**config.mk**
```make
export PLATFORM = sky130hd
export DESIGN_NAME = os_receiver
export DESIGN_NICKNAME = d
export VERILOG_FILES = /design/src/rtl/os_receiver.sv
export SDC_FILE = /design/constraint.sdc
export NUM_CORES = 1
export LEC_CHECK = 0
export BUFFER_PORTS_ARGS = -buffer_cell sky130_fd_sc_hd__buf_2
export CORE_MARGIN = 4
export CORE_UTILIZATION = 52
export DETAILED_ROUTE_END_ITERATION = 12
export PLACE_DENSITY = 0.79
export SLEW_MARGIN = 20
export SYNTH_ARGS = -nofsm -noshare
export SYNTH_HDL_FRONTEND = slang
export SYNTH_SLANG_ARGS = --single-unit
```
**constraint.sdc**
```tcl
create_clock -name clk_i -period 5.9 [get_ports clk_i]
set_input_delay 0.59 -clock clk_i [delete_from_list [all_inputs] [get_ports clk_i]]
set_output_delay 0.59 -clock clk_i [all_outputs]
set_load 0.01 [all_outputs]
```
**src/rtl/os_receiver.sv**
```systemverilog
// os_receiver: receive-side ordered-set classifier. Consumes the per-lane
// symbol stream from the RX gearbox, recognises SKP, EIOS and logical IDLE
// beats, assembles 16-symbol TS1/TS2 sets on every lane, and reports the
// decoded fields plus consecutive-identical-TS and IDLE-run counters.
module os_receiver #(
  parameter int MAX_NUM_LANES = 4,
  parameter int DATA_WIDTH    = 32,
  parameter int KEEP_WIDTH    = DATA_WIDTH / 8,
  parameter int USER_WIDTH    = 4
) (
  input  logic                                clk_i,
  input  logic                                rst_i,
  input  logic [DATA_WIDTH*MAX_NUM_LANES-1:0] s_axis_tdata,
  input  logic [KEEP_WIDTH*MAX_NUM_LANES-1:0] s_axis_tkeep,
  input  logic                                s_axis_tvalid,
  input  logic                                s_axis_tlast,
  input  logic [USER_WIDTH*MAX_NUM_LANES-1:0] s_axis_tuser,
  output logic                                s_axis_tready,
  input  logic [MAX_NUM_LANES-1:0]            active_lanes_i,
  input  logic                                clr_cnt_i,
  output logic                                os_valid_o,
  output logic [2:0]                          os_type_o,
  output logic [127:0]                        ordered_set_o,
  output logic [8*MAX_NUM_LANES-1:0]          lane_num_o,
  output logic                                lane_mismatch_o,
  output logic [7:0]                          consec_cnt_o,
  output logic [7:0]                          idle_cnt_o,
  output logic                                error_o
);

  localparam int SYMS     = DATA_WIDTH / 8;
  localparam int TS_SYMS  = 16;
  localparam int TS_BITS  = TS_SYMS * 8;
  localparam int TS_BEATS = TS_SYMS / SYMS;
  localparam int CW       = $clog2(TS_BEATS);
  localparam int BUS_DW   = DATA_WIDTH * MAX_NUM_LANES;
  localparam int BUS_UW   = USER_WIDTH * MAX_NUM_LANES;

  localparam logic [CW-1:0]      LAST_BEAT = CW'(TS_BEATS - 1);
  // Lane-to-lane comparison ignores symbol 2 (the lane number).
  localparam logic [TS_BITS-1:0] SYM2_KEEP = ~(TS_BITS'(8'hFF) << 16);

  typedef enum logic [1:0] {ST_HUNT, ST_COLLECT, ST_CHECK} state_e;
  typedef enum logic [2:0] {
    OS_NONE = 3'd0, OS_TS1 = 3'd1, OS_TS2 = 3'd2,
    OS_SKP  = 3'd3, OS_EIOS = 3'd4, OS_IDLE = 3'd5
  } os_type_e;

  state_e          state_q, state_d;
  logic [CW-1:0]   beat_cnt_q, beat_cnt_d, store_idx;
  os_type_e        prev_type_q, os_type_d, ts_type;

  logic                 skid_full_q, skid_full_d, skid_load;
  logic [BUS_DW-1:0]    skid_data_q;
  logic [BUS_UW-1:0]    skid_user_q;
  logic                 skid_last_q;

  logic [TS_BITS-1:0]   ts_buf [MAX_NUM_LANES];

  logic                 in_check, cur_vld, cur_last, cur_com, cur_skp, cur_eios, cur_zero;
  logic [BUS_DW-1:0]    cur_data;
  logic [BUS_UW-1:0]    cur_user;
  logic                 pat_ts1, pat_ts2, mismatch_d, ts_same, ovf_err;
  logic                 ev_skp, ev_eios, ev_idle, ev_err, ev_ts1, ev_ts2, store_beat;
  logic                 ts_ok, err_any;
  logic [8*MAX_NUM_LANES-1:0] lane_num_d;

  // Keep is architecturally ignored; folding it here documents that.
  logic unused_keep;
  assign unused_keep = ^s_axis_tkeep;

  // Ready is low only while reset is asserted.
  assign s_axis_tready = ~rst_i;

  // Select the beat to classify: skid contents have priority over the bus.
  always_comb begin
    in_check    = (state_q == ST_CHECK);
    cur_vld     = !in_check && (skid_full_q || s_axis_tvalid);
    cur_data    = skid_full_q ? skid_data_q : s_axis_tdata;
    cur_user    = skid_full_q ? skid_user_q : s_axis_tuser;
    cur_last    = skid_full_q ? skid_last_q : s_axis_tlast;
    skid_load   = s_axis_tvalid && (in_check ? !skid_full_q : skid_full_q);
    skid_full_d = in_check ? (skid_full_q || s_axis_tvalid) : (skid_full_q && s_axis_tvalid);
    ovf_err     = s_axis_tvalid && in_check && skid_full_q;
  end

  // Decode lane-0 symbol patterns of the selected beat and of the TS buffers.
  always_comb begin
    cur_com  = (cur_data[7:0] == 8'hBC) && cur_user[0];
    cur_skp  = 1'b1;
    cur_eios = 1'b1;
    for (int k = 1; k < SYMS; k++) begin
      cur_skp  = cur_skp  && (cur_data[8*k +: 8] == 8'h1C) && cur_user[k];
      cur_eios = cur_eios && (cur_data[8*k +: 8] == 8'h7C) && cur_user[k];
    end
    cur_zero = (cur_data == '0) && (cur_user == '0);
    pat_ts1  = 1'b1;
    pat_ts2  = 1'b1;
    for (int n = 6; n < TS_SYMS; n++) begin
      pat_ts1 = pat_ts1 && (ts_buf[0][8*n +: 8] == 8'h4A);
      pat_ts2 = pat_ts2 && (ts_buf[0][8*n +: 8] == 8'h45);
    end
  end

  // Lane consistency and lane numbers of the assembled TS.
  always_comb begin
    mismatch_d = 1'b0;
    lane_num_d = '0;
    for (int i = 0; i < MAX_NUM_LANES; i++) begin
      lane_num_d[8*i +: 8] = ts_buf[i][23:16];
      if (i > 0 && active_lanes_i[i] &&
          ((ts_buf[i] & SYM2_KEEP) != (ts_buf[0] & SYM2_KEEP)))
        mismatch_d = 1'b1;
    end
  end

  // Next-state and event decode.
  // NOTE: every signal driven here gets a default first, so no path infers a latch.
  always_comb begin
    state_d    = state_q;
    beat_cnt_d = beat_cnt_q;
    store_idx  = '0;
    store_beat = 1'b0;
    ev_skp     = 1'b0;
    ev_eios    = 1'b0;
    ev_idle    = 1'b0;
    ev_err     = 1'b0;
    ev_ts1     = 1'b0;
    ev_ts2     = 1'b0;
    case (state_q)
      ST_HUNT: begin
        if (cur_vld) begin
          if (cur_com) begin
            if (cur_skp && cur_last) begin
              ev_skp = 1'b1;
            end else if (cur_eios && cur_last) begin
              ev_eios = 1'b1;
            end else if (!cur_last) begin
              store_beat = 1'b1;
              beat_cnt_d = CW'(1);
              state_d    = ST_COLLECT;
            end else begin
              ev_err = 1'b1;
            end
          end else if (cur_zero) begin
            ev_idle = 1'b1;
          end
        end
      end
      ST_COLLECT: begin
        if (cur_vld) begin
          store_idx = beat_cnt_q;
          if (cur_com) begin
            ev_err  = 1'b1;
            state_d = ST_HUNT;
          end else if (beat_cnt_q == LAST_BEAT) begin
            store_beat = 1'b1;
            if (cur_last) begin
              state_d = ST_CHECK;
            end else begin
              ev_err  = 1'b1;
              state_d = ST_HUNT;
            end
          end else if (cur_last) begin
            ev_err  = 1'b1;
            state_d = ST_HUNT;
          end else begin
            store_beat = 1'b1;
            beat_cnt_d = beat_cnt_q + CW'(1);
          end
        end
      end
      ST_CHECK: begin
        state_d = ST_HUNT;
        if (pat_ts1)      ev_ts1 = 1'b1;
        else if (pat_ts2) ev_ts2 = 1'b1;
        else              ev_err = 1'b1;
      end
      default: state_d = ST_HUNT;
    endcase
  end

  // Result encoding shared by the output registers.
  always_comb begin
    ts_ok   = ev_ts1 || ev_ts2;
    err_any = ev_err || ovf_err;
    ts_type = ev_ts1 ? OS_TS1 : OS_TS2;
    ts_same = (ts_type == prev_type_q) && (ts_buf[0] == ordered_set_o);
    if (ts_ok)        os_type_d = ts_type;
    else if (ev_skp)  os_type_d = OS_SKP;
    else if (ev_eios) os_type_d = OS_EIOS;
    else if (ev_idle) os_type_d = OS_IDLE;
    else              os_type_d = OS_NONE;
  end

  // FSM state register.
  // NOTE: sequential state uses non-blocking assignments so every flop samples pre-edge values.
  always_ff @(posedge clk_i) begin
    if (rst_i) begin
      state_q    <= ST_HUNT;
      beat_cnt_q <= '0;
    end else begin
      state_q    <= state_d;
      beat_cnt_q <= beat_cnt_d;
    end
  end

  // TS assembly buffers and skid payload.
  // NOTE: these are datapath storage qualified by state/skid_full, so they are deliberately not reset.
  always_ff @(posedge clk_i) begin
    if (store_beat) begin
      for (int i = 0; i < MAX_NUM_LANES; i++)
        ts_buf[i][DATA_WIDTH*store_idx +: DATA_WIDTH] <= cur_data[DATA_WIDTH*i +: DATA_WIDTH];
    end
    if (skid_load) begin
      skid_data_q <= s_axis_tdata;
      skid_user_q <= s_axis_tuser;
      skid_last_q <= s_axis_tlast;
    end
  end

  // Output pulses, decoded fields and run counters.
  always_ff @(posedge clk_i) begin
    if (rst_i) begin
      skid_full_q     <= 1'b0;
      os_valid_o      <= 1'b0;
      os_type_o       <= OS_NONE;
      error_o         <= 1'b0;
      ordered_set_o   <= '0;
      lane_num_o      <= '0;
      lane_mismatch_o <= 1'b0;
      consec_cnt_o    <= '0;
      idle_cnt_o      <= '0;
      prev_type_q     <= OS_NONE;
    end else begin
      skid_full_q <= skid_full_d;
      os_valid_o  <= ts_ok || ev_skp || ev_eios || ev_idle;
      os_type_o   <= os_type_d;
      error_o     <= err_any;
      if (ts_ok) begin
        ordered_set_o   <= ts_buf[0];
        lane_num_o      <= lane_num_d;
        lane_mismatch_o <= mismatch_d;
        prev_type_q     <= ts_type;
      end
      if (clr_cnt_i || err_any || ev_eios || ev_idle)
        consec_cnt_o <= '0;
      else if (ts_ok)
        consec_cnt_o <= !ts_same ? 8'd1 :
                        (consec_cnt_o == 8'hFF) ? 8'hFF : consec_cnt_o + 8'd1;
      if (clr_cnt_i || err_any || (cur_vld && cur_com))
        idle_cnt_o <= '0;
      else if (ev_idle && idle_cnt_o != 8'hFF)
        idle_cnt_o <= idle_cnt_o + 8'd1;
    end
  end

endmodule
```
After elaboration in Yosys (flattened, before gate mapping)

Memories as Yosys holds them, arrays and structs flattened.
Cells that the tools add are included.

Register bits after elaboration: 335
RAM bits: 512
Bits of input ports: 169
Logic and storage cells: 209
Memories: 1

$add $sub $neg: 4
Equal/unequal tests: 47
Shift operators: 5
Muxes and demuxes: 73
Bitwise logic cells: 1
Reduce and logical (&&, ||, !) cells: 63

Memories:

| name   | words | bits a word | read ports | clocked after Yosys merged registers in | write ports | RTL line | source |
|---|---|---|---|---|---|---|---|
| ts_buf | 4     | 128         | 4          | 0                                       | 4           | 58       | `logic [TS_BITS-1:0] ts_buf [MAX_NUM_LANES];` |

Operators by type and width:

| kind                        | number |
|---|---|
| $shiftx A32 B34 Y128        | 4 |
| $ne A120 B120 Y1            | 3 |
| $mux W128                   | 2 |
| $eq A8 B7 Y1 const B        | 23 |
| $eq A128 B128 Y1            | 1 |
| $logic_not A128 Y1          | 1 |
| $shift A32 B34 Y128 const A | 1 |
| $logic_and A1 B1 Y1         | 43 |
| $mux W1                     | 43 |
| $mux W2                     | 17 |
| $neg A7 Y34                 | 1 |
| $eq A8 B5 Y1 const B        | 3 |
| $ne A2 B2 Y1 const B        | 9 |
| $add A8 B1 Y8 const B       | 2 |
| $eq A8 B8 Y1 const B        | 2 |
| $logic_not A16 Y1           | 1 |
| $mux W16                    | 1 |
| $mux W8                     | 2 |
| $mux W3                     | 4 |
| $logic_or A1 B1 Y1          | 10 |
| $reduce_and A10 Y1          | 1 |
| $ne A8 B8 Y1 const B        | 1 |
| $pmux W2 S2                 | 2 |
| $reduce_and A7 Y1           | 1 |
| 12 further kinds            | 15 |

Depth between registers and ports, before layout

An unclocked memory read counts as a cell.

Word-level depth: 19
Gate-level depth with buffers: 11
Gate-level depth less buffers: 8

Worst setup path after synthesis

OpenSTA, ideal clock, no wires.

Path type: reg2reg
Start point: register skid_full_q
End point: memory ts_buf[0][0] (netlist name), enable pin
Arrival: 4.869 ns
Data required time: 5.398 ns
Setup slack: 0.528 ns
Cell stages (with the launch flop): 11
Clock period less this slack: 5.372 ns
Path through: dfxtp_1 > buf_6 > buf_4 > buf_4 > mux2i_1 > inv_1 > ha_1 > nor2_1 > a22oi_1 > nor3_1 > and2_1

RTL lines:

| what                     | RTL line | source |
|---|---|---|
| start: declaration       | 53       | `logic skid_full_q, skid_full_d, skid_load;` |
| start signal: assignment | 236      | `skid_full_q <= skid_full_d;` |
| end: declaration         | 58       |  |

==> impl_results.md <==
- Status: complete, no violations
- Area of the multi-input gates: 12600 sq um
- Number of buffers created by CTS: 85
- Critical path launch point: ts_buf[0][112]
- Sequential share of the synthesized area: 63.2%
- PortBufs: 334
- DRT Wirelength: 141 mm
- Yosys reg bits: 838
- Layout Skew: 0.0228 ns
- Initial antenna violation count: 5
- Via/cell ratio: 6.41
- Slew Viols, Final: 0
- Fin crit share: 75.1%
- Die Height: 275 microns
- Drc violations: 0
- Async SR Flop Fraction: 0%
- Critical path class: reg2reg
- Netlist Area Pre-Place: 37000 sq um
- Global-route met1 utilization: 45.6%
- Max clock buf depth: 3
- Worst slew pin tran: 1.28 ns
- Total congestion overflow: 0
- HPWL Detailed: 101 mm
- Min-Delay Startpoint: s_axis_tuser[13]
- CTS tree: built
- Fmax achieved: 226 MHz
- First-pass GRT wire length: 191 mm
- Final Net Count: 3543
- Initial DRT Pass Iterations: 7
- Routed length per instance: 32.2 microns
- CTS H-tree depth: 3
- Layout cells sized above 1: 16.6%
- Syn Nets: 3303
- Post-DRT Antenna Nets: 0
- Mean post-synth cell area: 11.8 sq um
- DRT iter0 DRCs: 4840
- Routability cong.: 1.04
- Hold_buf cts: 0
- Die ar.: 75400 sq um
- Total track usage: 36.3%
- I/O pin cnt: 352
- CTS sink count: 838
- Area growth, synth to finish: 14.3%
- Reg2Reg Depth: 7
- Initial core utilization: 52.6%
- Crit path arrival time: 4.97 ns
- Leak: 0.0146 uW
- Largest area contributor in the netlist: edfxtp_1
- Post-synthesis cell type count: 59
- Vias in the first global route: 25854
- Die span in x: 275 microns
- Post-CTS Resized: 0
- Largest net degree at the start of global routing: 126
- Rows: 97
- Final hold vios: 0
- GRT busiest layer: met2
- EDFF count, synth: 657
- # setup viols final: 0
- Met2 Use GR: 51.9%
- PwrDens: 285 nW/um^2
- Top post-synthesis cells by area: edfxtp_1, dfxtp_1, xnor2_1
- Syn. warnings: 0
- Hold WC Path Type: in2reg
- Final core area utilization: 60.1%
- Main synth FF type: edfxtp_1
- Worst relative slew slack: 12.2%
- Setup TNS: 0 ns
- RSZ-0062 raised after global routing: false
- GR Layer Usage met3: 15.1%
- Yosys top cell area share: 53.4%
- Clk pin slew, worst setup/hold paths: 0.06 ns
- R2r startpoint: ts_buf[0][112]
- Core area: 70300 sq um
- Filler Cell Count: 5398
- Clock latency on the worst-skew pair: 0.65 ns
- Startpoint Class: register
- Root buffer cell: clkbuf_16
- Maximum VDD drop: 0.367 mV
- CP max FO: 8
- Post-Synthesis Cells: 3124
- Crit. End Element: register
- Post-CTS setup buffers: 0
- Tmin final: 4.43 ns
- Via count: 28038
- Reg area: 23400 sq um
- WHS Path Cells: 1
- Worst path required time: 6.43 ns
- Max-cap violations: 0
synth_stat cells, drive strengths merged (6+ instances only):
| cell | instances |
|---|---|
| edfxtp | 657 |
| nor2 | 631 |
| xnor2 | 349 |
| clkbuf | 188 |
| dfxtp | 181 |
| nand2 | 178 |
| nand4 | 133 |
| mux2i | 131 |
| xor2 | 126 |
| nor4 | 117 |
| a21oi | 103 |
| buf | 58 |
| and3 | 41 |
| nor3 | 30 |
| nor4bb | 27 |
| inv | 26 |
| nand3 | 18 |
| nor4b | 15 |
| a211oi | 11 |
| ha | 10 |
| nor2b | 9 |
| o21ai | 9 |
| nand2b | 7 |
| o22ai | 7 |
| and2 | 6 |
| and4 | 6 |
placed cells by master, fill, tap and decap left out, types with 14 or more instances in the layout:
master	instances
edfxtp_1	657
nor2_1	631
xnor2_1	349
buf_2	333
dfxtp_1	180
nand2_1	176
nand4_1	133
xor2_1	126
mux2i_1	122
nor4_1	112
a21oi_1	102
clkbuf_16	89
buf_4	57
and3_1	41
nor3_1	30
nor4bb_1	27
inv_1	26
clkbuf_1	22
nand3_1	18
clkbuf_8	14
stage by stage:
| step | hold WS [ns] | instance area, sq um | power, uW | setup WS, ns | instances |
|---|---|---|---|---|---|
| floorplan | 0.450 | 37000 | 6530 | 0.528 | 3124 |
| global placement | 0.438 | 39500 | 6740 | 1.83 | 4217 |
| detailed placement | 0.441 | 39500 | 6750 | 1.75 | 4217 |
| CTS | 0.125 | 42200 | 12000 | 1.72 | 4371 |
| global route | 0.129 | 42200 | 12300 | 1.46 | 4371 |
| finish | 0.144 | 42200 | 12100 | 1.47 | 4374 |
per-layer routing:
metal  wire length (microns)  up-vias
met5                      28        -
met4                   11700        4
met3                   23900      558
met2                   58500     2564
met1                   46700    13430
li1                        -    11482
worst max-delay path: stages (launching register included):
cell      delay (ns)
edfxtp_1        0.87
nor4bb_1        0.41
nand4_1         0.18
nor4_2          0.75
o211ai_1        0.23
a211oi_1        0.85
nand3_1         0.60
nor3_1          0.41
final timing paths:
| kind | endpoint | slack [ns] |
|---|---|---|
| max reg2reg | consec_cnt_o[6] | 1.47 |
| min reg2reg | lane_num_o[14] | 0.45 |
| min | skid_user_q[13] | 0.14 |
| max | consec_cnt_o[6] | 1.47 |
kinds of logic (layout without fill, tap and decap cells):
kind of cell	count (synthesis)	count (layout)	synth area share, %
buffers and inverters	272	579	3.04
xor gates and xnor gates	475	475	11.3
muxes	132	132	3.60
other	0	3	0
DFF	838	838	63.2
AOI/OAI and AO/OA	169	169	2.80
adders and majority gates	10	10	0.338
and+or+nand+nor	1228	1228	15.8
cell type report:
type	count	area share, %
timing repair buffer	399	5.38
sequential	838	55.3
clock inverter	29	0.616
clock buffer	125	5.92
multi-input combinational	2014	29.8
inverter	26	0.231
antenna	3	0.0178
tap	940	2.78
report_power, final:
group | internal (uW) | switching (uW) | leakage (uW) | total, uW
Sequential | 6310 | 0.539 | 0.00716 | 6310
Combinational | 77.4 | 256 | 0.00610 | 334
Clock | 3110 | 2300 | 0.00135 | 5410
Total | 9500 | 2560 | 0.0146 | 12100
registers in the layout, summed over array words and instances, names as in the netlist:
signal / flops
ordered_set_o: 128
os_type_o: 3
skid_data_q: 128
state_q: 2
ts_buf: 512
idle_cnt_o: 8
consec_cnt_o: 8
error_o: 1
os_valid_o: 1
beat_cnt_q: 2
skid_last_q: 1
lane_mismatch_o: 1
prev_type_q: 2
lane_num_o: 24
skid_full_q: 1
skid_user_q: 16
No activity file was read; power rests on OpenSTA's default activity.
